===== config.mk =====
export PLATFORM = sky130hd
export DESIGN_NAME = bus_splitter
export DESIGN_NICKNAME = d
export VERILOG_FILES = /design/src/rtl/bus_splitter.sv
export SDC_FILE = /design/constraint.sdc
export NUM_CORES = 1
export LEC_CHECK = 0
export ABC_AREA = 1
export BUFFER_PORTS_ARGS = -buffer_cell sky130_fd_sc_hd__buf_2
export CAP_MARGIN = 10
export CELL_PAD_IN_SITES_DETAIL_PLACEMENT = 0
export CELL_PAD_IN_SITES_GLOBAL_PLACEMENT = 1
export CORE_AREA = 2 2 72 74
export CTS_BUF_LIST = sky130_fd_sc_hd__clkbuf_4 sky130_fd_sc_hd__clkbuf_8
export DETAILED_ROUTE_END_ITERATION = 8
export DIE_AREA = 0 0 74 76
export PLACE_DENSITY_LB_ADDON = 0.2
export SYNTH_ARGS = -nofsm -noshare
export SYNTH_HDL_FRONTEND = slang
export SYNTH_SLANG_ARGS = --single-unit
export TNS_END_PERCENT = 10

===== constraint.sdc =====
create_clock -name clk -period 2 [get_ports clk]
set_input_delay 0.2 -clock clk [delete_from_list [all_inputs] [get_ports clk]]
set_output_delay 0.2 -clock clk [all_outputs]
set_load 0.05 [all_outputs]

===== src/rtl/bus_splitter.sv =====
// ============================================================================
// Module   : bus_splitter
// Purpose  : Routes one valid/ready source bus to two destinations, each
//            with its own first-word-fall-through FIFO.
// Revision : 1.0 - initial release
// ============================================================================
`default_nettype none

module bus_splitter #(
  parameter int WIDTH = 8,
  parameter int DEPTH = 2
) (
  input  logic             clk,
  input  logic             reset,
  input  logic             enable,
  input  logic [WIDTH-1:0] in_data,
  input  logic             in_sel,
  input  logic             in_valid,
  output logic             in_ready,
  output logic [WIDTH-1:0] a_data,
  output logic             a_valid,
  input  logic             a_ready,
  output logic [WIDTH-1:0] b_data,
  output logic             b_valid,
  input  logic             b_ready,
  output logic             busy
);

  localparam int AW = $clog2(DEPTH);
  localparam logic [AW:0] CNT_FULL = (AW+1)'(DEPTH);

  logic             full_w  [2];
  logic             valid_w [2];
  logic             push_w  [2];
  logic             pop_w   [2];
  logic             ready_w [2];
  logic [WIDTH-1:0] head_w  [2];

  assign ready_w[0] = a_ready;
  assign ready_w[1] = b_ready;

  // Acceptance depends only on registered fill state, never on the consumer readies.
  assign in_ready  = enable & ~reset & ~full_w[in_sel];
  assign push_w[0] = in_valid & in_ready & ~in_sel;
  assign push_w[1] = in_valid & in_ready &  in_sel;

  for (genvar i = 0; i < 2; i++) begin : g_fifo
    logic [WIDTH-1:0] mem_q [DEPTH];
    logic [AW-1:0]    wr_q, wr_d;
    logic [AW-1:0]    rd_q, rd_d;
    logic [AW:0]      cnt_q, cnt_d;

    assign pop_w[i] = valid_w[i] & ready_w[i];

    always_comb begin
      wr_d  = wr_q;
      rd_d  = rd_q;
      cnt_d = cnt_q;
      if (push_w[i]) wr_d = wr_q + 1'b1;
      if (pop_w[i])  rd_d = rd_q + 1'b1;
      if (push_w[i] && !pop_w[i])      cnt_d = cnt_q + 1'b1;
      else if (!push_w[i] && pop_w[i]) cnt_d = cnt_q - 1'b1;
    end

    always_ff @(posedge clk) begin
      if (reset) begin
        wr_q  <= '0;
        rd_q  <= '0;
        cnt_q <= '0;
        for (int j = 0; j < DEPTH; j++) mem_q[j] <= '0;
      end else begin
        wr_q  <= wr_d;
        rd_q  <= rd_d;
        cnt_q <= cnt_d;
        if (push_w[i]) mem_q[wr_q] <= in_data;
      end
    end

    assign valid_w[i] = (cnt_q != '0);
    assign full_w[i]  = (cnt_q == CNT_FULL);
    assign head_w[i]  = mem_q[rd_q];
  end

  assign a_data  = head_w[0];
  assign a_valid = valid_w[0];
  assign b_data  = head_w[1];
  assign b_valid = valid_w[1];
  assign busy    = valid_w[0] | valid_w[1];

endmodule

`default_nettype wire

---- After elaboration in Yosys (flattened, before gate mapping) ----
Memory sizes are Yosys's and may differ from the RTL's. A register that Yosys moved wholly into a read port is not among the register bits.
Index checks and enable logic that the tools add are counted.
word-level totals
  word-level logic and storage cells ...... 70
  memory bits (writable) .................. 32
  memories kept ........................... 2
  input bits .............................. 15
  output and inout bits ................... 20
  register bits ........................... 8
operators by class
  add/sub/neg operators ................... 8
  bitwise logic cells ..................... 12
  muxes and demuxes ....................... 25
  magnitude comparators ................... 1
  equality and inequality tests ........... 2
  reduce and logical (&&, ||, !) cells .... 14
memory list
  memory           words  bits a word  rd ports  clocked after memory_dff  write ports  RTL line  source
  g_fifo[0].mem_q  2      8            1         1                         2            48        logic [WIDTH-1:0] mem_q [DEPTH];
  g_fifo[1].mem_q  2      8            1         1                         2            48
operators with widths
  operator                                          count
  2-to-1 mux 1 bit                                  19
  2-to-1 mux 8 bit                                  2
  OR reduction 8 bit                                2
  2-to-1 mux 2 bit                                  4
  nonzero test 2 bit                                4
  AND 1 bit                                         7
  adder 1 bit, second input constant                4
  adder 2 x 1 -> 2 bit, second input constant       2
  equality test 2 bit, second input constant        2
  logical AND 1 bit                                 4
  zero test 1 bit                                   4
  subtractor 2 x 1 -> 2 bit, second input constant  2
  NOT 1 bit                                         3
  >= comparator 2 bit, second input constant        1
  NOT 1 -> 2 bit                                    1
  bitwise OR 1 bit                                  1

---- Logic depth before layout (Yosys ltp) ----
  depth in word-level cells ............... 13
  gate-level depth with buffers ........... 12
  mapped depth without buffers ............ 12

---- Worst setup path before layout ----
Ideal clock, no wire load.
  kind .................................... reg-to-reg
  start ................................... reg g_fifo[0].cnt_q[1]
  end ..................................... reg g_fifo[0].cnt_q[1]
  setup time .............................. 0.113 ns
  slack ................................... 0.304 ns
  period minus slack after synthesis ...... 1.696 ns
  data arrival time ....................... 1.583 ns
  buffers on the path ..................... 0
  required time ........................... 1.887 ns
  stages on the path, launching flop included .. 9
  path through ............................ dfxtp_1 inv_1 nand2_1 nand2_1 ha_1 a21oi_1 o21ai_0 nor2_1 nor2_1
on the way
  elaborated cells on any way between the ends .. 19
  those cells by class .................... 2 x add/sub; 1 x eq/ne; 5 x mux; 5 x bitwise; 6 x reduce/logical
RTL lines
  what                                                    RTL line  source
  start, declared                                         51        logic [AW:0] cnt_q, cnt_d;
  start signal, assigned                                  74        cnt_q <= cnt_d;
  nonzero test 2 bit *                                    79        assign valid_w[i] = (cnt_q != '0);
  named net a_valid                                       21        output logic a_valid,
  AND 1 bit *                                             53        assign pop_w[i] = valid_w[i] & ready_w[i];
  zero test 1 bit                                         61        if (push_w[i] && !pop_w[i]) cnt_d = cnt_q + 1'b1;
  logical AND 1 bit                                       61
  2-to-1 mux 2 bit or nonzero test 2 bit (tied branches)  -
Mark *: on every way through the listed nets, which the timed path passes. The rest lies on a longest branch. The select of a mux whose other input is x is not followed.
A chain may end at the register's enable or synchronous reset.

==> key figures <==
Logic synthesis
  – Syn avg cell area: 11.2 um^2
  – #FFs+latches synth: 42
  – Synth unique cells: 19
  – Sequential-to-total area share from yosys stat: 62.3%
  – Async set or reset register ratio after synthesis: 0%
  – Ys flop type: edfxtp_1
  – Syn_nets: 183
  – Synthesized area: around 1900 um^2
  – Post-Syn Instances: 166
  – Number of flops mapped to enable cells by yosys: 32
  – Synth warn: 0

Setup path
  – Crit path kind: reg2reg
  – Startpoint types: flip-flop
  – Required time of the worst setup path: 2.23 ns
  – Crit end category: flip-flop
  – CP max FO: 7
  – Arrival time at the worst endpoint: between 1.5 and 2 ns

GRT
  – Initial antenna violation count: 0
  – GR Overflow Total: 0
  – Gr usage total: 13.6%
  – Largest net degree at the start of global routing: 15
  – Vias in the first global route: approximately 1200
  – First-pass GRT wire length: 5720 um

STA
  – Final setup violating endpoints: 0
  – Max Clock Freq: just under 0.6 GHz
  – Setup ws final: 0.277 ns
  – Fin Clk Skew: approximately 0.0055 ns
  – Tmin final: 1.72 ns
  – Slew HR: 74.9%
  – Post-route clock period utilization: ~86%
  – Final hold vios: 0
  – Slew @ Worst Pin: 0.375 ns
  – Setup TNS: 0 ns
  – Fin. max-slew vios: 0
  – Hold Slack: around 0.24 ns
  – RSZ-0062 raised after global routing: no

Final layout
  – Finished Core Util: 45.5%
  – Fillers: 476
  – Area grow syn2layout: 19.8%
  – Most frequent cells in the layout: nor2_1 (37), buf_2 (34), edfxtp_1 (32)
  – Most common cell after layout, fill and taps aside: nor2_1
  – Nets: 220
  – Layout cells sized above 1: 32.8%
  – Antenna Cells: 0

Routing
  – Detailed Routing Iterations Pass 1: 4
  – Remaining DRCs: 0
  – Final wirelength: 3590 um
  – Antenna-violating nets left: 0
  – Initial drt markers: 111
  – Via density: 4.61
  – Routed via count: 1262
  – WL per Instance: 13.1 um

Die
  – I/O pin count: 35
  – Initial core utilization: 38.0%
  – Die Area: 5620 um^2
  – Die span in x: 74 um
  – Die Y: between 70 and 80 um
  – Rows: 26
  – Core ar.: 4910 um^2

Place
  – DP Worst Slack: 0.289 ns
  – GP Congestion: between 0.7 and 0.8
  – Final HPWL DP: between 2000 and 3000 um
  – IO buf count: 34

CTS
  – Cts bufs inserted: 5
  – Clock Path Buffers: 2
  – CTS clk-pin slew, worst paths: 0.08 ns
  – # resized after CTS: 0
  – CTS H-tree lvls: 2
  – Clock root buffer: clkbuf_8
  – Clk sinks: between 40 and 50
  – CTS tree: done
  – Hold-fix buffers at CTS: 0
  – Setup bufs post-CTS: 0
  – Clock Latency Late Sink: 0.30 ns

Hold path
  – Tightest Hold Check Type: in2reg

Outcome
  – Status: finished, final reports clean

Job
  – Max-cap viol count: 0

Power
  – Leak: 0.997 nW
  – Pwr Density: approximately 1000 nW/um^2
  – Maximum VDD drop: between 0.4 and 0.5 mV
[layout make-up]
type / instances / area [um^2] / area share (%)
repair buffers: 34 / 170 / 7.62
flip-flops and latches: 42 / 1160 / 52.0
clock inverters: 3 / 68.8 / 3.08
clock buffers: 5 / 68.8 / 3.08
well taps: 70 / 87.6 / 3.92
inverters: 22 / 82.6 / 3.70
multi-input cells: 98 / 594 / 26.6
[report_power, final]
part	switching [mW]	internal, mW
clock	0.305	0.500
sequential	0.0373	0.996
combinational	0.368	0.134
total	0.711	1.63
[per-layer routing]
metal	wire, um	vias to the layer above	GRT usage [%]
met3	177	7	2.78
li1	-	626	-
met2	1810	31	22.6
met5	0	-	0
met1	1530	598	16.4
met4	71	0	6.55
[stage by stage]
step                std cells  power (mW)  area, um^2
floorplan                 166        1.45        1860
global placement          266        1.55        2100
detailed placement        266        1.56        2100
CTS                       274        2.36        2230
global route              274        2.43        2230
finish                    274        2.34        2230
[synthesized netlist by cell type (2+ instances only)]
| master | instances | area share [%] |
|---|---|---|
| dfxtp_1 | 10 | 11 |
| nor2_1 | 37 | 7.4 |
| edfxtp_1 | 32 | 52 |
| nand3_4 | 2 | 1.9 |
| nand2_1 | 18 | 3.6 |
| nand3_1 | 2 | 0.54 |
| a21oi_1 | 8 | 2.1 |
| nand3_2 | 2 | 1.1 |
| inv_1 | 20 | 4.0 |
| ha_1 | 2 | 1.3 |
| buf_2 | 3 | 0.81 |
| o21ai_0 | 6 | 1.6 |
| inv_2 | 2 | 0.40 |
| mux2_2 | 16 | 9.7 |
| nor2_4 | 2 | 1.2 |
[path summary, 6_finish.rpt]
path | slack [ns] | from | endpoint | cells after the start
worst max register to register | 0.28 | g_fifo[0].cnt_q[0]$_SDFFE_PP0P_ | g_fifo[0].cnt_q[1]$_SDFFE_PP0P_ | 12
worst min register to register | 0.48 | g_fifo[0].rd_q$_SDFFE_PP0P_ | flip-flop | 2
worst min-delay path | 0.24 | reset | g_fifo[0].wr_q$_SDFFE_PP0P_ | 4
worst max-delay path | 0.28 | g_fifo[0].cnt_q[0]$_SDFFE_PP0P_ | g_fifo[0].cnt_q[1]$_SDFFE_PP0P_ | 12
[worst max-delay path, cell delays in order (launching register included)]
cell and delay [ns]:
dfxtp_1 0.30, inv_1 0.17, nand3_2 0.10, nand3_2 0.11, nor2_4 0.06, nand2_1 0.07
inv_1 0.04, ha_1 0.31, a21oi_1 0.11, o21ai_0 0.12, nand2_1 0.09, nand2_1 0.06
nor2_1 0.11
[state kept, by name, indices dropped and copies added (netlist names), named ones only]
| signal | cells |
|---|---|
| g_fifo.mem_q | 32 |
| g_fifo.cnt_q | 4 |
| g_fifo.rd_q | 2 |
| g_fifo.wr_q | 2 |
[cells by family (layout without fill, tap and decap cells)]
kind of cell    Yosys count  count (layout)  share of synthesized area [%]
simple gates             66              66                           17.1
mux                      16              16                           9.66
compound gates           14              14                           3.76
flops                    42              42                           62.3
buf+inv                  26              64                           5.84
fa+ha+maj                 2               2                           1.34
(Power assumes the default switching activity.)
